<file path="src/rtl/divider_pkg.sv">
// rtl/divider_pkg.sv - shared types and constants for the sequential divider
package divider_pkg;

  localparam int DIV_W = 16;
  localparam int CNT_W = 4;

  localparam logic [DIV_W-1:0] SAT_POS = 16'h7FFF;
  localparam logic [DIV_W-1:0] SAT_NEG = 16'h8000;

  typedef enum logic [1:0] {
    IDLE = 2'd0,
    CALC = 2'd1,
    DONE = 2'd2
  } div_state_t;

endpackage

</file>
<file path="src/rtl/div_step.sv">
// rtl/div_step.sv - one combinational restoring shift-subtract step
module div_step
  import divider_pkg::*;
(
  input  logic [DIV_W:0] rem_i,
  input  logic           bit_i,
  input  logic [DIV_W:0] dsr_i,
  output logic [DIV_W:0] rem_o,
  output logic           q_o
);

  logic [DIV_W:0]   shifted;
  logic [DIV_W+1:0] trial;

  // One guard bit above the 17-bit remainder gives the sign of the trial subtraction
  always_comb begin
    shifted = {rem_i[DIV_W-1:0], bit_i};
    trial   = {1'b0, shifted} - {1'b0, dsr_i};
    q_o     = ~trial[DIV_W+1];
    rem_o   = q_o ? trial[DIV_W:0] : shifted;
  end

endmodule

</file>
<file path="src/rtl/seq_divider_16bit.sv">
// rtl/seq_divider_16bit.sv - iterative signed/unsigned 16-bit divider with saturating errors
module seq_divider_16bit
  import divider_pkg::*;
(
  input  logic             clk,
  input  logic             rst,
  input  logic             start,
  input  logic             sgn,
  input  logic [DIV_W-1:0] A,
  input  logic [DIV_W-1:0] B,
  output logic [DIV_W-1:0] Quot,
  output logic [DIV_W-1:0] Rem,
  output logic             Error,
  output logic             busy,
  output logic             done
);

  div_state_t       state_q, state_d;
  logic [CNT_W-1:0] cnt_q, cnt_d;
  logic [DIV_W-1:0] dvd_q, dvd_d;
  logic [DIV_W:0]   part_q, part_d;
  logic [DIV_W:0]   dsr_q, dsr_d;
  logic             negq_q, negq_d;
  logic             negr_q, negr_d;
  logic [DIV_W-1:0] quot_q, quot_d;
  logic [DIV_W-1:0] rem_q, rem_d;
  logic             error_q, error_d;

  logic [DIV_W:0]   step_rem;
  logic             step_q;
  logic [DIV_W-1:0] mag_a;
  logic [DIV_W:0]   mag_b;
  logic             ovf;

  div_step u_step (
    .rem_i (part_q),
    .bit_i (dvd_q[DIV_W-1]),
    .dsr_i (dsr_q),
    .rem_o (step_rem),
    .q_o   (step_q)
  );

  always_comb begin
    state_d = state_q;
    cnt_d   = cnt_q;
    dvd_d   = dvd_q;
    part_d  = part_q;
    dsr_d   = dsr_q;
    negq_d  = negq_q;
    negr_d  = negr_q;
    quot_d  = quot_q;
    rem_d   = rem_q;
    error_d = error_q;

    // |-32768| still fits as an unsigned 16-bit magnitude
    mag_a = (sgn && A[DIV_W-1]) ? -A : A;
    mag_b = {1'b0, ((sgn && B[DIV_W-1]) ? -B : B)};
    ovf   = sgn && (A == SAT_NEG) && (B == '1);

    case (state_q)
      IDLE, DONE: begin
        state_d = IDLE;
        if (start) begin
          if (B == '0) begin
            quot_d  = sgn ? (A[DIV_W-1] ? SAT_NEG : SAT_POS) : '1;
            rem_d   = A;
            error_d = 1'b1;
            state_d = DONE;
          end else if (ovf) begin
            quot_d  = SAT_POS;
            rem_d   = '0;
            error_d = 1'b1;
            state_d = DONE;
          end else begin
            cnt_d   = '1;
            dvd_d   = mag_a;
            part_d  = '0;
            dsr_d   = mag_b;
            negq_d  = sgn && (A[DIV_W-1] ^ B[DIV_W-1]);
            negr_d  = sgn && A[DIV_W-1];
            state_d = CALC;
          end
        end
      end
      CALC: begin
        part_d = step_rem;
        dvd_d  = {dvd_q[DIV_W-2:0], step_q};
        cnt_d  = cnt_q - 1'b1;
        if (cnt_q == '0) begin
          quot_d  = negq_q ? -dvd_d : dvd_d;
          rem_d   = negr_q ? -step_rem[DIV_W-1:0] : step_rem[DIV_W-1:0];
          error_d = 1'b0;
          state_d = DONE;
        end
      end
      default: state_d = IDLE;
    endcase
  end

  always_ff @(posedge clk) begin
    if (rst) begin
      state_q <= IDLE;
      cnt_q   <= '0;
      dvd_q   <= '0;
      part_q  <= '0;
      dsr_q   <= '0;
      negq_q  <= 1'b0;
      negr_q  <= 1'b0;
      quot_q  <= '0;
      rem_q   <= '0;
      error_q <= 1'b0;
    end else begin
      state_q <= state_d;
      cnt_q   <= cnt_d;
      dvd_q   <= dvd_d;
      part_q  <= part_d;
      dsr_q   <= dsr_d;
      negq_q  <= negq_d;
      negr_q  <= negr_d;
      quot_q  <= quot_d;
      rem_q   <= rem_d;
      error_q <= error_d;
    end
  end

  assign Quot  = quot_q;
  assign Rem   = rem_q;
  assign Error = error_q;
  assign busy  = (state_q == CALC);
  assign done  = (state_q == DONE);

endmodule
</file>
<file path="config.mk">
export PLATFORM = sky130hd
export DESIGN_NAME = seq_divider_16bit
export DESIGN_NICKNAME = d
export VERILOG_FILES = /design/src/rtl/divider_pkg.sv /design/src/rtl/div_step.sv /design/src/rtl/seq_divider_16bit.sv
export SDC_FILE = /design/constraint.sdc
export NUM_CORES = 1
export LEC_CHECK = 0
export ABC_AREA = 1
export CORE_MARGIN = 4
export CORE_UTILIZATION = 31
export DETAILED_ROUTE_END_ITERATION = 12
export PLACE_DENSITY = 0.58
export SYNTH_ARGS = -nofsm -noshare
export SYNTH_HDL_FRONTEND = slang
export SYNTH_SLANG_ARGS = --single-unit
</file>
<file path="constraint.sdc">
create_clock -name clk -period 2.5 [get_ports clk]
set_input_delay 0.625 -clock clk [delete_from_list [all_inputs] [get_ports clk]]
set_output_delay 0.625 -clock clk [all_outputs]
set_load 0.005 [all_outputs]
</file>
== Word-level counts from Yosys, hierarchy flattened ==
Index checks and enable logic that the tools add are counted.
Widths: inputs -> output; s select.

* Flip-flop bits (word level): 89
* Input bits: 36
* Logic and storage cells: 81

* $add $sub $neg: 6
* Equal/unequal tests: 9
* Muxes and demuxes: 39
* Bitwise operators: 4
* Reduce and logical (&&, ||, !) cells: 13

{| class="wikitable"
|+ Operators with widths
! cell !! count
|-
| $mux 16 || 21
|-
| $pmux 16 s2 || 4
|-
| $neg 16->16 || 4
|-
| $eq 16x16->1 const B || 2
|-
| $sub 17x16->18 || 1
|-
| $logic_not 16->1 || 1
|-
| $mux 4 || 3
|-
| $reduce_and 4->1 || 3
|-
| $mux 2 || 4
|-
| $pmux 4 s2 || 1
|-
| $ne 2x2->1 const B || 3
|-
| $logic_and 1x1->1 || 5
|-
| $logic_not 4->1 || 1
|-
| $mux 1 || 4
|-
| $pmux 2 s2 || 1
|-
| $sub 4x1->4 const B || 1
|-
| $ne 3x3->1 const B || 1
|-
| $not 1->1 || 3
|-
| $eq 2x1->1 const B || 1
|-
| $eq 2x2->1 const B || 1
|-
| $logic_not 2->1 || 1
|-
| $ne 2x1->1 const B || 1
|-
| $pmux 1 s2 || 1
|-
| $reduce_bool 2->1 || 1
|-
| 2 further kinds || 2
|}

== Longest topological paths before layout ==
* Word-level depth: 7
* Gate-level depth with buffers: 23

== Modules after synthesis ==
A second synthesis with hierarchy kept.

* Cell total of the unflattened synthesis: 1202
* Area total of the unflattened synthesis: 7225.7 µm²

{| class="wikitable"
|+ By module, submodules not included
! module !! times used !! cells each !! area each (µm²) !! sequential area each (µm²)
|-
| seq_divider_16bit || 1 || 927 || 5785.5 || 1801.7
|-
| div_step || 1 || 275 || 1440.1 || 0.0
|}

== Worst setup path before layout ==
OpenSTA, ideal clock, no wires.

* Path type: flip-flop to flip-flop
* Start point: register dsr_q[14]
* End point: register quot_q[12] (netlist: Quot[12])
* Data arrival time: 2539 ps
* Required time: 2383 ps
* Path slack: -156 ps
* Cell stages (with the launch flop): 19
* Cells stage by stage: dfxtp_1 -> inv_1 -> ha_1 -> a21o_1 -> nand2_1 -> nand2_1 -> a21oi_4 -> nand2_8 -> inv_2 -> ha_1 -> nand3_1 -> nor3_1 -> nand3_1 -> nor3_1 -> nand2_1 -> nand2_1 -> nor3_1 -> nor3_1 -> nor2_1

* Longest elaborated chain between the ends: 6

{| class="wikitable"
|+ RTL lines
! item !! line !! text
|-
| start, declared || seq_divider_16bit.sv:22 || <nowiki>logic [DIV_W:0] dsr_q, dsr_d;</nowiki>
|-
| start signal, assigned || seq_divider_16bit.sv:117 || <nowiki>dsr_q <= dsr_d;</nowiki>
|-
| $sub 17x16->18 || div_step.sv:18 || <nowiki>trial = {1'b0, shifted} - {1'b0, dsr_i};</nowiki>
|-
| $not 1->1 || div_step.sv:19 || <nowiki>q_o = ~trial[DIV_W+1];</nowiki>
|-
| $neg 16->16 || seq_divider_16bit.sv:90 || <nowiki>quot_d = negq_q ? -dvd_d : dvd_d;</nowiki>
|-
| $mux 16 || seq_divider_16bit.sv:90 ||
|-
| $mux 16 || seq_divider_16bit.sv:89 || <nowiki>if (cnt_q == '0) begin</nowiki>
|-
| $pmux 16 s2 || seq_divider_16bit.sv:60 || <nowiki>case (state_q)</nowiki>
|-
| end signal, assigned || seq_divider_16bit.sv:120 || <nowiki>quot_q <= quot_d;</nowiki>
|-
| end, declared || seq_divider_16bit.sv:25 || <nowiki>logic [DIV_W-1:0] quot_q, quot_d;</nowiki>
|}

Every way passes these cells. The select of a mux whose other input is x is not followed.
A chain may end at the register's enable or synchronous reset.

== Worst setup path after layout ==
* Start point: register dsr_q[6]
* End point: register quot_q[14] (netlist: Quot[14])

Same word-level chain as after synthesis.

==> results_dict.tcl <==
set metrics [dict create \
    r2r-start "dsr_q[6]" \
    synth_top_area_cell "dfxtp_1" \
    yosysSeqAreaShare_pct 28.4 \
    final_nets 1352 \
    cp-start-kind "flip-flop" \
    drive_above_1_share_pct 35.1 \
    gp_congestion 0.912 \
    endpoint_kind "flip-flop" \
    clock_sinks 89 \
    synth-edff-count 0 \
    fmax_mhz 380 \
    htreeDepth 3 \
    min_period_ns 2.63 \
    reg2reg_to "Quot[14]" \
    max-cap-violations 0 \
    crit_required_ns 2.79 \
    synth_fp_nets 1050 \
    drt_iter0_drc 638 \
    violations "setup timing" \
    hp-start "Rem[4]" \
    die_y_um 150 \
    wl_per_cell_um 15.9 \
    syn_to_final_growth_pct 66.2 \
    p_total_mw 6.84 \
    route.vias.total 7875 \
    skew_ns 0.0109 \
    critical_path_class "flip-flop to flip-flop" \
    synth-seq-cells 89 \
    ys_types 52 \
    async_flop_share_pct 0 \
    grt_use_total_pct 21.3 \
    synth_cells 991 \
    fin_crit_sh_pct 105 \
    worst_pin_slew_ns 0.504 \
    rsz0062_at_grt "true" \
    die-area_sq_mm 0.0225 \
    min_path_type "flip-flop to flip-flop" \
    power.density_mw_per_mm2 656 \
    synthTopCellsByArea "dfxtp_1, nand2_1, a21oi_1" \
    grt_max_degree 32 \
    yosysWarnings 0 \
    ys.flop_type "dfxtp_1" \
    first_pass_iters 6 \
    worstPathMaxFanout 3 \
    grt_pass1_vias 7481 \
    grt-ovfl-total 0 \
    yosysMostFrequentCell "nand2_1" \
    slew_violations 0 \
    start_util_pct 31.9 \
    antenna_found_initial 0 \
    status "finished with violations" \
    synth_top_cell_area_share_pct 28.4 \
    hold_buffers 0 \
    rows 51 \
    coreArea_sq_mm 0.0197 \
    nFillCells 1907 \
    leakagePower_nw 4.83 \
    reg2reg_depth 19 \
    ant_nets 0 \
    numPortBuffers 70 \
    dp.final_hpwl_mm 17.4 \
    cts_buffer_depth 2 \
    finalHoldViolCount 0 \
    pin_count 71 \
    maxSlewHeadroom_pct 66.0 \
    diodes 0 \
    fin_util_pct 53.0 \
    netlist_area_sq_mm 0.00626 \
    setup_slack_ns -0.132 \
    grt_pass1_wl_mm 38.0 \
    clk_root_buffer_cell "clkbuf_16" \
    chipWidth_um 150 \
    synth_top_cells_by_count "nand2_1, inv_1, nor2_1" \
    synth.avg_cell_area_sq_um 6.32 \
    ir_worst_vdd_v 0.000379 \
    critPathArrivalTime_ns 2.93 \
    vias_per_cell 5.04 \
    clkSlewWorstSetupHoldPaths_ns 0.07 \
    numCtsBuffers 9 \
    cts_tree "built" \
    hold_depth 2 \
    r2r_setup_slack_ns -0.13 \
    drt_wl_total_mm 24.8 \
    setup_viol 17 \
    drc 0 \
    hold-path-endpoint "Rem[4]" \
    clk_latency_ns 0.36 \
]
==> layout by cell type, fill, tap and decap left out, types with 7 or more instances in the layout <==
cell type / Yosys / final
buf_4: 1 / 233
nand2_2: 7 / 31
inv_1: 121 / 103
ha_4: 0 / 15
nand2_1: 212 / 179
clkbuf_16: 0 / 12
nand4_1: 22 / 22
o211ai_1: 11 / 11
dfxtp_1: 89 / 72
nor2_1: 113 / 100
o21ai_1: 4 / 8
inv_2: 5 / 19
buf_6: 0 / 16
a21oi_1: 95 / 82
o21ai_0: 64 / 57
dfxtp_2: 0 / 16
clkdlybuf4s50_1: 0 / 47
a21oi_2: 2 / 10
dlymetal6s2s_1: 0 / 18
xor2_1: 16 / 16
nand3_4: 1 / 7
nor3_1: 21 / 13
a31oi_1: 18 / 18
nand2_4: 2 / 10
nand3_1: 73 / 59
nand3_2: 3 / 11
nor2_4: 0 / 9
==> layer usage <==
metal / part of all wire (%) / global-route usage (%) / vias to the layer above
met3: 6.4 / 3.49 / 66
met2: 46 / 34.3 / 266
met5: 0 / 0 / -
met1: 45 / 28.9 / 3645
li1: - / - / 3898
met4: 3.5 / 7.37 / 0
==> sequential cells by signal (all words and copies together) (netlist names) <==
register / flops
negq_q: 1
part_q: 16
dvd_q: 16
Error: 1
Quot: 16
cnt_q: 4
dsr_q: 16
state_q: 2
Rem: 16
negr_q: 1
==> per-stage QoR <==
stage	cells	TNS [ns]	hold WS (ns)	worst slack (ns)	instance area (sq um)
floorplan	991	-0.00130	0.430	-0.00117	6410
global placement	1469	-45.47	0.458	-0.776	8670
detailed placement	1469	-49.12	0.458	-0.830	8670
CTS	1540	-0.617	0.463	-0.0737	9710
global route	1563	-4.83	0.492	-0.329	10400
finish	1563	-1.25	0.462	-0.132	10400
==> worst max-delay path, cell delays in order (launching register included) <==
cell and delay [ns]:
dfxtp_1 0.32, inv_2 0.06, ha_4 0.22, nand2_1 0.07
nand2_2 0.08, a21oi_4 0.19, nand3_4 0.10, nand2_4 0.11
nand2_8 0.08, inv_8 0.08, ha_4 0.14, nand3_4 0.08
nor3_4 0.14, nand3_2 0.13, nor3_4 0.23, buf_6 0.13
a21oi_2 0.05, o21ai_1 0.16, a31oi_1 0.07, a21oi_1 0.14
==> worst max path at each step <==
stage | from | cells past startpoint | slack (ns) | end
floorplan | dsr_q[13] | 20 | -0.001 | Rem[10]
global placement | A[0] | 17 | -0.78 | Quot[11]
global route | dsr_q[14] | 18 | -0.33 | Quot[14]
finish | dsr_q[6] | 19 | -0.13 | Quot[14]
CTS | dsr_q[14] | 20 | -0.07 | Rem[12]
detailed placement | A[0] | 17 | -0.83 | Rem[12]
==> what timing repair did <==
action,4_1_cts,5_1_grt
endpoints found under the setup margin,76,86
pin swaps,38,50
setup buffers,54,19
gates cloned,2,4
resized for setup,105,126
==> cell families (layout without fill, tap and decap cells) <==
| group | count (synthesis) | count (layout) | synth area share, % |
|---|---|---|---|
| AND/OR/NAND/NOR | 471 | 471 | 33.3 |
| adder cells (fa/ha/maj) | 23 | 23 | 4.71 |
| AO/OA/AOI/OAI | 219 | 220 | 19.9 |
| flip-flops | 89 | 89 | 28.4 |
| buffers and inverters | 166 | 472 | 10.4 |
| XOR/XNOR | 21 | 21 | 2.94 |
| multiplexers | 2 | 2 | 0.340 |
==> final cells by class <==
cell class                      instances  area, sq um  area share (%)
Tap cell                              265          332            3.18
Multi-Input combinational cell        737         4590            44.1
Clock buffer                           11          243            2.33
Timing Repair Buffer                  329         2880            27.7
Sequential cell                        89         1810            17.3
Clock inverter                          5         55.1           0.529
Inverter                              127          504            4.84
==> where the power goes <==
| group | switching (mW) | internal, mW | total [mW] |
|---|---|---|---|
| Sequential | 0.123 | 1.56 | 1.68 |
| Clock | 0.611 | 0.800 | 1.41 |
| Combinational | 2.01 | 1.73 | 3.74 |
Power figures use the tool's default switching activity.
